### config.mk
export PLATFORM = sky130hd
export DESIGN_NAME = burst_tx
export DESIGN_NICKNAME = d
export VERILOG_FILES = /design/src/rtl/burst_tx.sv
export SDC_FILE = /design/constraint.sdc
export NUM_CORES = 1
export LEC_CHECK = 0
export ABC_AREA = 1
export ABC_CLOCK_PERIOD_IN_PS = 1200
export CORE_AREA = 2 2 39 41
export DETAILED_ROUTE_END_ITERATION = 8
export DIE_AREA = 0 0 41 43
export REMOVE_ABC_BUFFERS = 1
export SLEW_MARGIN = 5
export SYNTH_ARGS = -nofsm -noshare
export SYNTH_HDL_FRONTEND = slang
export SYNTH_SLANG_ARGS = --single-unit
### constraint.sdc
create_clock -name clk_in -period 1.2 [get_ports clk_in]
set_clock_uncertainty 0.15 [all_clocks]
set_input_delay 0.24 -clock clk_in [delete_from_list [all_inputs] [get_ports clk_in]]
set_output_delay 0.24 -clock clk_in [all_outputs]
set_load 0.01 [all_outputs]
### src/rtl/burst_tx.sv
// burst_tx: emits a fixed-length square-wave carrier burst stepped by an external tick.
// Define BURST_TX_GAP_EN to hold the block busy for GAP_TICKS ticks after each burst.
module burst_tx #(
  parameter int unsigned PULSES_PER_BURST = 8,
  parameter int unsigned GAP_TICKS        = 4
) (
  input  logic                                clk_in,
  input  logic                                rst_in,
  input  logic                                tick_in,
  input  logic                                start_in,
  input  logic                                abort_in,
  output logic                                sig_out,
  output logic                                busy_out,
  output logic                                done_out,
  output logic [$clog2(PULSES_PER_BURST)-1:0] pulse_idx_out
);

  localparam int unsigned IDX_W = $clog2(PULSES_PER_BURST);
  localparam logic [IDX_W-1:0] LAST_IDX = IDX_W'(PULSES_PER_BURST - 1);

`ifdef BURST_TX_GAP_EN
  localparam int unsigned GAP_W = (GAP_TICKS < 2) ? 1 : $clog2(GAP_TICKS);

  typedef enum logic [2:0] {S_IDLE, S_ARM, S_HIGH, S_LOW, S_GAP} state_t;

  logic [GAP_W-1:0] gap_q;
  logic [GAP_W-1:0] gap_d;
`else
  typedef enum logic [1:0] {S_IDLE, S_ARM, S_HIGH, S_LOW} state_t;

  // The guard interval is compiled out, so its length has no consumer.
  logic unused_gap_ticks;
  assign unused_gap_ticks = ^GAP_TICKS;
`endif

  state_t           state_q;
  state_t           state_d;
  logic             sig_d;
  logic             done_d;
  logic [IDX_W-1:0] idx_d;

  // Next-state and next-output logic; abort outranks every tick-driven move.
  always_comb begin
    state_d = state_q;
    sig_d   = sig_out;
    done_d  = 1'b0;
    idx_d   = pulse_idx_out;
`ifdef BURST_TX_GAP_EN
    gap_d   = gap_q;
`endif
    if (abort_in && (state_q != S_IDLE)) begin
      state_d = S_IDLE;
      sig_d   = 1'b0;
      idx_d   = '0;
`ifdef BURST_TX_GAP_EN
      gap_d   = '0;
`endif
    end else begin
      case (state_q)
        S_IDLE: begin
          if (start_in && !abort_in) begin
            state_d = S_ARM;
          end
        end
        S_ARM: begin
          if (tick_in) begin
            state_d = S_HIGH;
            sig_d   = 1'b1;
          end
        end
        S_HIGH: begin
          if (tick_in) begin
            state_d = S_LOW;
            sig_d   = 1'b0;
          end
        end
        S_LOW: begin
          if (tick_in) begin
            if (pulse_idx_out < LAST_IDX) begin
              state_d = S_HIGH;
              sig_d   = 1'b1;
              idx_d   = pulse_idx_out + IDX_W'(1);
            end else begin
              done_d  = 1'b1;
              idx_d   = '0;
              state_d = S_IDLE;
`ifdef BURST_TX_GAP_EN
              if (GAP_TICKS != 0) begin
                state_d = S_GAP;
              end
`endif
            end
          end
        end
`ifdef BURST_TX_GAP_EN
        S_GAP: begin
          if (tick_in) begin
            if ((32'(gap_q) + 32'd1) >= GAP_TICKS) begin
              gap_d   = '0;
              state_d = S_IDLE;
            end else begin
              gap_d = gap_q + GAP_W'(1);
            end
          end
        end
`endif
        default: begin
          state_d = S_IDLE;
          sig_d   = 1'b0;
          idx_d   = '0;
        end
      endcase
    end
  end

  // State and registered outputs; busy mirrors the state being entered.
  always_ff @(posedge clk_in) begin
    if (!rst_in) begin
      state_q       <= S_IDLE;
      sig_out       <= 1'b0;
      busy_out      <= 1'b0;
      done_out      <= 1'b0;
      pulse_idx_out <= '0;
`ifdef BURST_TX_GAP_EN
      gap_q         <= '0;
`endif
    end else begin
      state_q       <= state_d;
      sig_out       <= sig_d;
      busy_out      <= (state_d != S_IDLE);
      done_out      <= done_d;
      pulse_idx_out <= idx_d;
`ifdef BURST_TX_GAP_EN
      gap_q         <= gap_d;
`endif
    end
  end

endmodule

== Yosys cells after proc, flatten, opt, wreduce, memory -nomap -nowiden ==
Cells that the tools add are included.

* $add $sub $neg: 1
* $lt $le $gt $ge: 1
* Eq/ne operators: 7
* Multiplexer cells: 14
* Bitwise logic cells: 3
* Reductions and logical operators: 11

{| class="wikitable"
|+ Operators by type and width
! cell !! count
|-
| two-way mux 2 bit || 6
|-
| inequality test 2 bit (second input constant) || 4
|-
| case mux 2 bit (4 select lines) || 1
|-
| two-way mux 1 bit || 5
|-
| AND reduction 5 bit || 1
|-
| == test 2 bit (second input constant) || 2
|-
| nonzero test 2 bit || 2
|-
| OR reduction 4 bit || 1
|-
| adder 3 x 1 -> 3 bit (second input constant) || 1
|-
| less-than comparator 3 bit (second input constant) || 1
|-
| two-way mux 3 bit || 1
|-
| NOT 1 bit || 3
|-
| case mux 1 bit (3 select lines) || 1
|-
| nonzero test 3 bit || 1
|-
| == test 2 x 1 -> 1 bit (second input constant) || 1
|-
| logical AND 1 bit || 2
|-
| logical NOT 2 bit || 1
|-
| AND reduction 2 bit || 1
|-
| OR reduction 2 bit || 1
|-
| logical NOT 1 bit || 1
|}

* Register bits after elaboration: 8
* Input port bits: 5
* Output and inout bits: 6
* Logic and storage cells: 42

== Logic depth before layout (Yosys ltp) ==
* Depth in word-level cells: 6
* Depth in mapped cells: 6
* Mapped depth without buffers: 6

== Worst setup path before layout ==
Ideal clock, no wire load.

* Kind: register -> register
* From: register pulse_idx_out[0]
* To: register pulse_idx_out[2]
* Setup time: 0.064 ns
* Data arrival time: 0.858 ns
* Data required time: 0.986 ns
* Path slack: 0.128 ns
* Cell stages (with the launch flop): 6
* Buffers on the path: 0
* Path through: dfxtp_1 ha_1 nand4_1 nand2_1 nand2_1 nor2_1

* Word-level cells in the longest chain between the ends: 2

{| class="wikitable"
|+ Ends and longest elaborated chain
! element !! line !! source
|-
| start: declaration || 15 || <nowiki>output logic [$clog2(PULSES_PER_BURST)-1:0] pulse_idx_out</nowiki>
|-
| start signal: assignment || 132 || <nowiki>pulse_idx_out <= idx_d;</nowiki>
|-
| adder 3 x 1 -> 3 bit or less-than comparator 3 bit (tied branches) || 82, 79 ||
|-
| two-way mux 3 bit (*) || 79 || <nowiki>if (pulse_idx_out < LAST_IDX) begin</nowiki>
|}

Every way passes the cells marked *; elsewhere a longest branch is shown, timed or not.
A chain may end at the register's enable or synchronous reset.

== Final worst setup path ==
* From: register busy_out
* To: output port busy_out

{| class="wikitable"
|+ RTL lines
! element !! line !! source
|-
| start: declaration || 13 || <nowiki>output logic busy_out,</nowiki>
|-
| start signal: assignment || 130 || <nowiki>busy_out <= (state_d != S_IDLE);</nowiki>
|}

No word-level cell between the ends.

==> qor.yml <==
setup_path:
  crit_required_ns: 0.81
  r2r_start: "pulse_idx_out[0]$_SDFFE_PP0P_"
  crit_arrival_ns: 0.77
  crit_cells: 1
  crit_family: "flip-flops"
  crit_buf_inv: 1
  critical_path_class: "reg2out"
  cp-start-kind: "flip-flop"
  slowest_delay_ns: 0.30
  critPathCaptureType: "output pin"
  worst_path_max_delay_cell: "dfxtp_1"
  crit_fanout: 1
  startpoint: "busy_out$_SDFF_PN0_"
  r2r_cells: 4
  crit_chain: "clkdlybuf4s15_1"
cts:
  h-tree-depth: 1
  cts-buffers-inserted: 3
  clockBufferDepth: 2
  path_clk_slew_ns: 0.05
  cts_tree: "done"
  cts_hold_buf: 0
  cts_root_buffer: "clkbuf_4"
  clkLatencyLatePin_ns: 0.25
  clock_sinks: 8
drt:
  viasPerCell: 4.24
  num_vias: 365
  wl_per_cell_um: 9.02
  drt-initial-drc-count: 6
  remaining_drc_errors: 0
  wl_um: 776
  ant_nets: 0
  firstDrtPassIters: 4
floorplan:
  initial_utilization_pct: 28.9
  ios: 11
  die_y_um: 43
  fp.dieW_um: 41
  coreArea_mm2: 0.00138
  row_count: 14
  dieArea_mm2: 0.00176
placement:
  post-place-cells: 83
  place_area_um2: 543
  port_buffers: 10
  hpwl_um: 613
  gp_congestion: 0.811
synthesis:
  synthCells: 54
  yosys-top-cells-count: "inv_1 (10), nand2_1 (9), dfxtp_1 (8)"
  yosysSeqAreaShare_pct: 40.0
  ys_ff_latch: 8
  synth_area_um2: 400
  syn_avg_cell_area_um2: 7.41
  synth_area_leaders: "dfxtp_1 (40%), inv_1 (9.4%), nand2_1 (8.4%)"
  yosys.area.top_type_share_pct: 40.0
  synth.largest_area_cell: "dfxtp_1"
  ys_types: 18
  ys.flop_type: "dfxtp_1"
  synth-async-reset-ratio_pct: 0
  synth_edf_count: 0
  synth.most_common_cell: "inv_1"
  synth.yosys.warnings: 0
sta:
  setup_tns_ns: 0
  grt_setup_unrepaired: "yes"
  finalHoldViolations: 0
  fin_crit_ns: 1.16
  setup_viol: 0
  period_share_pct: 96.5
  maxSlewViolCount: 0
  fmax_mhz: 864
  relSlewSlack_pct: 87.4
  worst_slew_pin_slew_ns: 0.188
  holdWs_ns: 0.289
cells_and_area:
  drive_gt1_share_pct: 34.3
  diodes: 0
  regArea_um2: 164
  final_util_pct: 39.6
  fin_area_um2: 548
  nFillCells: 158
  multi_input_area_um2: 199
  final_nets: 78
  syn_to_final_growth_pct: 36.9
  stdcell_count: 86
hold_path:
  worstHoldPathCells: 2
  min_from: "sig_out$_SDFFE_PP0P_"
  hp-class: "reg2reg"
pwr:
  p_leak_uw: 0.000289
  power_per_cell_area_mw_per_mm2: 1020
  ir_drop_mv: 0.465
grt:
  grt_pass1_vias: 307
  grt_pass1_wl_mm: 1.24
  antenna_found_initial: 0
  grt.total_usage_pct: 11.2
  overflow: 0
  grt_max_degree: 9
status:
  status: "finished clean"
job:
  max_cap_violations: 0
## state kept, by name, indices dropped and copies added, names as in the netlist
register       count
pulse_idx_out      3
sig_out            1
state_q            2
done_out           1
busy_out           1
## layout make-up
| class | instances | share of cell area (%) |
|---|---|---|
| clock buffer | 3 | 4.11 |
| inverter | 12 | 8.45 |
| multi-input combinational | 34 | 36.3 |
| sequential | 8 | 29.9 |
| tap | 16 | 3.65 |
| timing repair buffer | 13 | 17.6 |
## through the flow
step | worst slack, ns | power, µW
4_1_cts | 0.00170 | 572
6_report | 0.0423 | 559
5_1_grt | -0.0117 | 595
3_3_place_gp | -0.254 | 371
3_5_place_dp | -0.275 | 371
2_1_floorplan | 0.128 | 335
## where the power goes
| part | switching [µW] | internal, µW |
|---|---|---|
| clock | 81.2 | 114 |
| sequential | 12.0 | 278 |
| combinational | 38.2 | 35.6 |
## cell families (layout without fill, tap and decap cells)
logic type | Yosys count | in the layout | share of synthesized area (%)
and+or+nand+nor | 27 | 27 | 35.9
buffers and inverters | 12 | 28 | 11.6
DFF | 8 | 8 | 40.0
AOI/OAI and AO/OA | 5 | 5 | 7.19
adders and majority gates | 1 | 1 | 3.12
xor gates and xnor gates | 1 | 1 | 2.19
## what timing repair did
item / CTS / global route
gates resized for setup: 19 / 7
setup buffers: 0 / 0
setup endpoints to repair: 8 / 11
pin swaps: 0 / 1
## cell usage in the layout, fill, tap and decap left out, types with 2 or more instances in the layout
cell type	netlist	final
dfxtp_1	8	5
clkbuf_4	0	3
dfxtp_2	0	3
clkdlybuf4s50_1	0	3
buf_2	0	4
nor2_2	3	2
nand2_1	9	9
inv_1	10	10
o21ai_0	2	2
nand3_2	2	2
nand3_1	5	5
a21oi_1	2	2
buf_4	0	3
nor2_4	1	2
nor2_1	4	4
## per-layer routing
layer | routed length [µm] | global-route usage [%] | vias to the layer above
li1 | - | - | 200
met1 | 358 | 13.3 | 149
met2 | 326 | 14.4 | 13
met3 | 79 | 7.85 | 3
met4 | 12 | 6.00 | 0
met5 | 0 | 0 | -
## final timing paths
check / endpoint / slack [ns]
hold / removal: sig_out$_SDFFE_PP0P_ / 0.29
hold reg to reg: sig_out$_SDFFE_PP0P_ / 0.29
setup / recovery: busy_out / 0.04
setup reg to reg: pulse_idx_out[1]$_SDFFE_PP0P_ / 0.05
Power figures use the tool's default switching activity.
